## config.mk

```make
export PLATFORM = sky130hd
export DESIGN_NAME = bullet_pool
export DESIGN_NICKNAME = d
export VERILOG_FILES = /design/src/rtl/bullet_pkg.sv /design/src/rtl/bullet_slot.sv /design/src/rtl/bullet_pool.sv
export SDC_FILE = /design/constraint.sdc
export NUM_CORES = 1
export LEC_CHECK = 0
export ABC_AREA = 1
export CAP_MARGIN = 20
export CORE_MARGIN = 2
export CORE_UTILIZATION = 25
export DETAILED_ROUTE_END_ITERATION = 6
export HOLD_SLACK_MARGIN = 0.06
export SLEW_MARGIN = 0
export SYNTH_ARGS = -nofsm -noshare
export SYNTH_HDL_FRONTEND = slang
export SYNTH_SLANG_ARGS = --single-unit
```

## constraint.sdc

```tcl
create_clock -name clk -period 3.7 [get_ports clk]
set_input_delay 0.555 -clock clk [delete_from_list [all_inputs] [get_ports clk]]
set_output_delay 0.555 -clock clk [all_outputs]
set_load 0.1 [all_outputs]
```

## src/rtl/bullet_pkg.sv

```systemverilog
`default_nettype none
// +--------------------------------------------------------------------+
// | bullet_pkg : shared defaults, direction encoding, priority helper |
// | Rev 1.0                                                            |
// +--------------------------------------------------------------------+
package bullet_pkg;

  localparam int X_W_DEF      = 10;
  localparam int Y_W_DEF      = 9;
  localparam int Y_TOP_DEF    = 10;
  localparam int Y_BOT_DEF    = 470;
  localparam int PLAYER_Y_DEF = 450;

  localparam logic DIR_UP   = 1'b1;
  localparam logic DIR_DOWN = 1'b0;

  // Widest supported pool; narrower masks are zero-extended by the caller.
  localparam int MASK_W = 16;

  function automatic logic [3:0] lowest_set(input logic [MASK_W-1:0] mask);
    logic [3:0] idx;
    idx = '0;
    for (int i = MASK_W - 1; i >= 0; i--) begin
      if (mask[i]) idx = 4'(i);
    end
    return idx;
  endfunction

endpackage
`default_nettype wire

```

## src/rtl/bullet_slot.sv

```systemverilog
`default_nettype none
// +--------------------------------------------------------------------+
// | bullet_slot : one bullet's state with load, move and retire logic |
// | Rev 1.0                                                            |
// +--------------------------------------------------------------------+
module bullet_slot
  import bullet_pkg::*;
#(
  parameter int X_W   = X_W_DEF,
  parameter int Y_W   = Y_W_DEF,
  parameter int SPEED = 1,
  parameter int Y_TOP = Y_TOP_DEF,
  parameter int Y_BOT = Y_BOT_DEF
) (
  input  logic           clk,
  input  logic           reset,
  input  logic           load_i,
  input  logic           load_up_i,
  input  logic [X_W-1:0] load_x_i,
  input  logic [Y_W-1:0] load_y_i,
  input  logic           move_i,
  input  logic           kill_i,
  output logic           active_o,
  output logic           up_o,
  output logic [X_W-1:0] x_o,
  output logic [Y_W-1:0] y_o
);

  localparam logic [Y_W:0] TOP_LIM = (Y_W+1)'(Y_TOP + SPEED);
  localparam logic [Y_W:0] BOT_LIM = (Y_W+1)'(Y_BOT);

  logic           active_q, active_d;
  logic           up_q, up_d;
  logic [X_W-1:0] x_q, x_d;
  logic [Y_W-1:0] y_q, y_d;
  logic [Y_W:0]   y_ext, y_dn;

  // One extra bit keeps the downward limit compare free of wrap-around.
  assign y_ext = {1'b0, y_q};
  assign y_dn  = y_ext + (Y_W+1)'(SPEED);

  always_comb begin
    active_d = active_q;
    up_d     = up_q;
    x_d      = x_q;
    y_d      = y_q;
    if (load_i) begin
      active_d = 1'b1;
      up_d     = load_up_i;
      x_d      = load_x_i;
      y_d      = load_y_i;
    end else if (active_q) begin
      if (kill_i) begin
        active_d = 1'b0;
      end else if (move_i) begin
        if (up_q == DIR_UP) begin
          if (y_ext < TOP_LIM) active_d = 1'b0;
          else                 y_d = y_q - Y_W'(SPEED);
        end else begin
          if (y_dn > BOT_LIM) active_d = 1'b0;
          else                y_d = y_dn[Y_W-1:0];
        end
      end
    end
  end

  always_ff @(posedge clk or posedge reset) begin
    if (reset) begin
      active_q <= 1'b0;
      up_q     <= 1'b0;
      x_q      <= '0;
      y_q      <= '0;
    end else begin
      active_q <= active_d;
      up_q     <= up_d;
      x_q      <= x_d;
      y_q      <= y_d;
    end
  end

  assign active_o = active_q;
  assign up_o     = up_q;
  assign x_o      = x_q;
  assign y_o      = y_q;

endmodule
`default_nettype wire

```

## src/rtl/bullet_pool.sv

```systemverilog
`default_nettype none
// +--------------------------------------------------------------------+
// | bullet_pool : multi-slot bullet engine, slot allocation and acks  |
// | Option macro: PLAYER_SINGLE_SHOT_EN (one live player bullet max)  |
// | Rev 1.0                                                            |
// +--------------------------------------------------------------------+
module bullet_pool
  import bullet_pkg::*;
#(
  parameter int NUM_SLOTS = 4,
  parameter int X_W       = X_W_DEF,
  parameter int Y_W       = Y_W_DEF,
  parameter int SPEED     = 1,
  parameter int Y_TOP     = Y_TOP_DEF,
  parameter int Y_BOT     = Y_BOT_DEF,
  parameter int PLAYER_Y  = PLAYER_Y_DEF
) (
  input  logic                     clk,
  input  logic                     reset,
  input  logic                     move_tick,
  input  logic                     fire_player,
  input  logic                     fire_alien,
  input  logic [X_W-1:0]           player_x,
  input  logic [X_W-1:0]           alien_x,
  input  logic [Y_W-1:0]           alien_y,
  input  logic [NUM_SLOTS-1:0]     kill,
  output logic                     ack_player,
  output logic                     ack_alien,
  output logic [NUM_SLOTS-1:0]     slot_active,
  output logic [NUM_SLOTS-1:0]     slot_up,
  output logic [NUM_SLOTS*X_W-1:0] bullet_x,
  output logic [NUM_SLOTS*Y_W-1:0] bullet_y
);

  logic [MASK_W-1:0] free_m, free_after_m;
  logic [3:0]        p_idx, a_idx;
  logic              player_block, player_ok, alien_ok;
  logic              ack_player_q, ack_alien_q;

  // Free slots come from the registered state only, so a slot retired
  // this cycle cannot be reallocated until the following cycle.
  always_comb begin
    free_m = '0;
    for (int i = 0; i < NUM_SLOTS; i++) free_m[i] = ~slot_active[i];
  end

`ifdef PLAYER_SINGLE_SHOT_EN
  assign player_block = |(slot_active & slot_up);
`else
  assign player_block = 1'b0;
`endif

  assign player_ok = fire_player & ~player_block & (|free_m);
  assign p_idx     = lowest_set(free_m);

  always_comb begin
    free_after_m = free_m;
    if (player_ok) free_after_m[p_idx] = 1'b0;
  end

  assign alien_ok = fire_alien & (|free_after_m);
  assign a_idx    = lowest_set(free_after_m);

  always_ff @(posedge clk or posedge reset) begin
    if (reset) begin
      ack_player_q <= 1'b0;
      ack_alien_q  <= 1'b0;
    end else begin
      ack_player_q <= player_ok;
      ack_alien_q  <= alien_ok;
    end
  end

  assign ack_player = ack_player_q;
  assign ack_alien  = ack_alien_q;

  for (genvar i = 0; i < NUM_SLOTS; i++) begin : g_slot
    logic           sel_p, sel_a;
    logic [X_W-1:0] ld_x;
    logic [Y_W-1:0] ld_y;

    assign sel_p = player_ok && (p_idx == 4'(i));
    assign sel_a = alien_ok  && (a_idx == 4'(i));
    assign ld_x  = sel_p ? player_x : alien_x;
    assign ld_y  = sel_p ? Y_W'(PLAYER_Y) : alien_y;

    bullet_slot #(
      .X_W   (X_W),
      .Y_W   (Y_W),
      .SPEED (SPEED),
      .Y_TOP (Y_TOP),
      .Y_BOT (Y_BOT)
    ) u_slot (
      .clk       (clk),
      .reset     (reset),
      .load_i    (sel_p | sel_a),
      .load_up_i (sel_p ? DIR_UP : DIR_DOWN),
      .load_x_i  (ld_x),
      .load_y_i  (ld_y),
      .move_i    (move_tick),
      .kill_i    (kill[i]),
      .active_o  (slot_active[i]),
      .up_o      (slot_up[i]),
      .x_o       (bullet_x[i*X_W +: X_W]),
      .y_o       (bullet_y[i*Y_W +: Y_W])
    );
  end

endmodule
`default_nettype wire

```

* Word level (Yosys, flattened, before mapping)
Cells that the tools add are included. W data, S select, Z words.
Storage, ports and cells: register bits 86, output and inout port bits 86
Operators by class: add/sub/neg operators 8, $lt $le $gt $ge 10, eq/ne operators 18, multiplexer cells 91, bitwise logic cells 12, reductions and logical operators 25
Operator list (number):
- $mux W9 | 32
- $mux W4 | 19
- $add A9 B1 Y10 const B | 4
- $gt A10 B9 Y1 const B | 4
- $mux W10 | 4
- $lt A9 B4 Y1 const B | 4
- $sub A9 B1 Y9 const B | 4
- $mux W1 | 33
- $reduce_and A5 Y1 | 4
- $and A4 B16 Y16 | 1
- $eq A4 B2 Y1 const B | 4
- $mux W16 | 1
- $not A16 Y16 | 1
- $reduce_bool A2 Y1 | 8
- $reduce_or A16 Y1 | 1
- $ne A3 B1 Y1 const B | 4
- $ne A3 B2 Y1 const B | 4
- $logic_and A1 B1 Y1 | 9
- $eq A4 B1 Y1 const B | 2
- $logic_not A4 Y1 | 2
- $ne A2 B1 Y1 const B | 4
- $lt A4 B5 Y1 const B | 1
- $demux W1 S4 | 1
- $ge A4 B1 Y1 const B | 1
- 5 further kinds | 12

* Longest topological paths before layout
depth in word-level cells 32, gate-level depth with buffers 15, gate-level depth less buffers 15

* Cells and area by module
Synthesis repeated with hierarchy kept, for this count alone.
Second synthesis, totals: cells, all modules 1075, area total of the unflattened synthesis 6826.5 sq um
Modules (own cells, without submodules):
- bullet_slot (g_slot[0].u_slot ...) | times used 2, cells an instance 223, area an instance 1468.9 sq um, sequential area each 525.5 sq um
- bullet_slot (g_slot[1].u_slot) | times used 1, cells an instance 223, area an instance 1471.4 sq um, sequential area each 525.5 sq um
- bullet_slot (g_slot[3].u_slot) | times used 1, cells an instance 220, area an instance 1433.9 sq um, sequential area each 525.5 sq um
- bullet_pool | times used 1, cells an instance 186, area an instance 983.4 sq um, sequential area each 50.0 sq um

* Least setup slack after synthesis
OpenSTA, ideal clock, no wires.
kind reg2reg, start point register g_slot[3].u_slot.y_q[0], end point register g_slot[3].u_slot.y_q[1], data arrival time 2.355 ns, data required time 3.579 ns, setup slack 1.224 ns, stages on the path, launching flop included 12, path buffers 0, path through dfrtp_1 > ha_1 > inv_1 > nor2_2 > nand3_1 > xor2_1 > nor2_2 > nand3_2 > nand3_4 > nand2_4 > nand2_1 > nand2_1
On the way: cells in the longest elaborated chain, start to end 7, elaborated cells on any way between the ends 14
RTL lines:
- start: declaration | RTL line bullet_slot.sv:35 | logic [Y_W-1:0] y_q, y_d;
- start signal: assignment | RTL line bullet_slot.sv:77 | y_q <= y_d;
- parallel branches: the longest is 7 deep, another holds $add A9 B1 Y10
Parallel ways; which one is timed is not known. The select of a mux whose other input is x is not followed. A chain may end at the register's enable or synchronous reset.

* Final worst setup path
start point register g_slot[1].u_slot.up_q, end point output port slot_up[1]
RTL lines:
- start: declaration | RTL line bullet_slot.sv:33 | logic up_q, up_d;
- start signal: assignment | RTL line bullet_slot.sv:75 | up_q <= up_d;
- end: declaration | RTL line bullet_pool.sv:30 | output logic [NUM_SLOTS-1:0] slot_up,
No word-level cell between the ends.

==> run metrics <==
routed wl met3 between 1 and 1.5 mm; post-route minimum period 2740 ps; count of endpoints failing setup in the final report 0; Setup Buffers After CTS 0; Post-Route M1 WL between 9 and 10 mm; Final GP Congestion a little under 0.9; CP delay by family, top buffers and inverters; row cnt 57; startpoint types register; CP Max Fanout 10; Nets just over 1000; wire per inst between 15 and 20 um; Worst Path Buf+Inv 1; drt pass-1 iters 5; FF+latch count, synth 86; Num CTS Buffers 9; Syn Nets 940; critical path class reg -> out; detailed-route via count 6322; Final TNS setup 0 ps; Critical Path RT 3140 ps; register area share after synthesis 0.347; height of the chip 161 um; Avg Cell Area, Syn 6.96 um2; first-pass GRT wire length roughly 33 mm; Vias/cell about 4.8; P&R area growth vs syn 28.0%; Final Hold Fails 0; max frequency between 0.3 and 0.4 GHz; Hold Crit Class reg -> reg; Mapped Area between 0.006 and 0.007 mm2; post-detail-place hpwl 15.8 mm; cts hold-fix bufs 0; area leader, netlist dfrtp_1; actual slew at the worst max-slew pin between 1000 and 1500 ps; Post-CTS Resized 0; Congestion Overflow GR 0; CTS root buf clkbuf_16; Top FF cell, synth dfrtp_1; met2 wire length 9.19 mm; Crit. End Element output pin; DR DRC count 0; Post-DRT Antenna Nets 0; IO Pins 124; GRT Overall Usage 0.158; asr flop ratio synth 1.00; Die Width between 150 and 200 um; fin crit share 0.740; Worst Clk Skew ~4.4 ps; Ant. Diodes 0; Synth area leaders dfrtp_1 (35%), nand2_1 (15%), nand3_1 (7.8%); final wirelength 20.8 mm; initial antenna violation count 0; Post-synth EDFFs 0; synthesis warning total 0; Clock Tree Buf Depth 2; First DRT Iteration DRCs about 430; RSZ-0062 raised after global routing no; Worst path slowest cell clkdlybuf4s50_1; max incr delay on CP approximately 1200 ps; clk sinks 86; post-synth cell types 43; Pins Over Slew Limit 0; register clock-pin slew on the reported worst setup and hold paths around 60 ps; largest net degree at the start of global routing between 80 and 90; crit path cell chain clkdlybuf4s50_1; die area between 0.02 and 0.03 mm2; Max-cap violations 0; max layer used met4; CTS tree done; htree depth 3; Slew headroom 0.300; Skew-Pair Late Insertion Delay around 340 ps; core region area approximately 0.024 mm2; WP data arrival 2180 ps; status completed; top cell type's share of synthesized area 0.347; Fill cells roughly 2500; vias in the first global route about 5900; layout cells sized above 1 0.0696; initial cell density of the core 0.255; Port Buffers 123; Mapped Cells slightly below 900
==> sequential cells by signal, summed over array words and instances, names as in the netlist <==
| register | count |
|---|---|
| g_slot.u_slot.up_o | 4 |
| g_slot.u_slot.y_o | 36 |
| ack_player | 1 |
| ack_alien | 1 |
| g_slot.u_slot.x_o | 40 |
| g_slot.u_slot.active_o | 4 |
==> placed cells by master, fill, tap and decap left out, drive strengths merged, types with 2 or more instances in the layout <==
master and instances:
a21oi 25, bufinv 2, clkbuf 9, clkdlybuf4s50 123, clkinv 5, dfrtp 86, ha 12, inv 91
nand2 267, nand3 105, nand4 11, nor2 111, nor3 14, o211ai 4, o21ai 47, o22ai 46
xnor2 4, xor2 20
==> Yosys cell counts, types with 2 or more instances <==
cell and instances:
buf_6 5, inv_1 79, xnor2_1 4, o211ai_1 4, nand3_2 5, inv_2 9
nand2_4 11, nor2_4 3, nand3_4 4, nand2_8 3, xor2_1 20, nor2_1 103
nand4_1 11, nand3_1 96, nor2_2 5, ha_1 12, nor3_1 13, nand2_1 247
clkbuf_1 9, a21oi_1 25, buf_4 10, o21ai_0 45, buf_2 11, nand2_2 6
o22ai_1 46, clkbuf_2 2, dfrtp_1 86
==> metrics by stage <==
stage / area (um2) / cells / util / worst slack (ps) / hold WS [ps]
6_report: 7930 / 1316 / 0.326 / 962 / 513
5_1_grt: 7930 / 1316 / 0.326 / 913 / 545
4_1_cts: 7930 / 1316 / 0.326 / 958 / 517
3_5_place_dp: 7610 / 1300 / 0.313 / 814 / 487
3_3_place_gp: 7610 / 1300 / 0.313 / 899 / 490
2_1_floorplan: 6200 / 890 / - / 923 / 636
==> final cells by class <==
class	instances	area, um2	share of cell area
multi-input combinational	675	3450	0.435
sequential	86	2150	0.271
timing repair buffer	124	1250	0.158
tap	324	405	0.0511
inverter	91	350	0.0442
clock buffer	9	225	0.0284
clock inverter	7	96.3	0.0121
==> logic make-up after synthesis <==
logic type      share of synthesized area
buf+inv                            0.0959
xor+xnor                           0.0339
fa+ha+maj                          0.0242
simple gates                        0.384
flops                               0.347
compound gates                      0.115
==> metal layers <==
| layer | global-route usage | up-vias |
|---|---|---|
| met2 | 0.243 | 241 |
| li1 | - | 3102 |
| met4 | 0.0487 | 0 |
| met3 | 0.0249 | 32 |
| met1 | 0.227 | 2947 |
| met5 | 0 | - |
==> path summary, 6_finish.rpt <==
| path | from | depth (start not counted) | slack, ps | end |
|---|---|---|---|---|
| worst max-delay path | g_slot[1].u_slot.up_o$_DFFE_PP0N_ | 1 | 960 | slot_up[1] |
| worst min-delay path | g_slot[0].u_slot.x_o[5]$_DFFE_PP0N_ | 2 | 510 | g_slot[0].u_slot.x_o[5]$_DFFE_PP0N_ |
| worst max register to register | g_slot[2].u_slot.active_o$_DFF_PP0_ | 9 | 1500 | g_slot[1].u_slot.y_o[0]$_DFFE_PP0P_ |
| worst min register to register | g_slot[0].u_slot.x_o[5]$_DFFE_PP0N_ | 2 | 510 | g_slot[0].u_slot.x_o[5]$_DFFE_PP0N_ |
| max in group asynchronous | reset | 3 | 2680 | g_slot[0].u_slot.y_o[4]$_DFFE_PP0P_ |
| min in group asynchronous | reset | 3 | 630 | g_slot[3].u_slot.x_o[4]$_DFFE_PP0P_ |
Power is left out: the tool's default activity adds up to more than one toggle a clock period on the data nets, which glitch-free logic cannot reach.
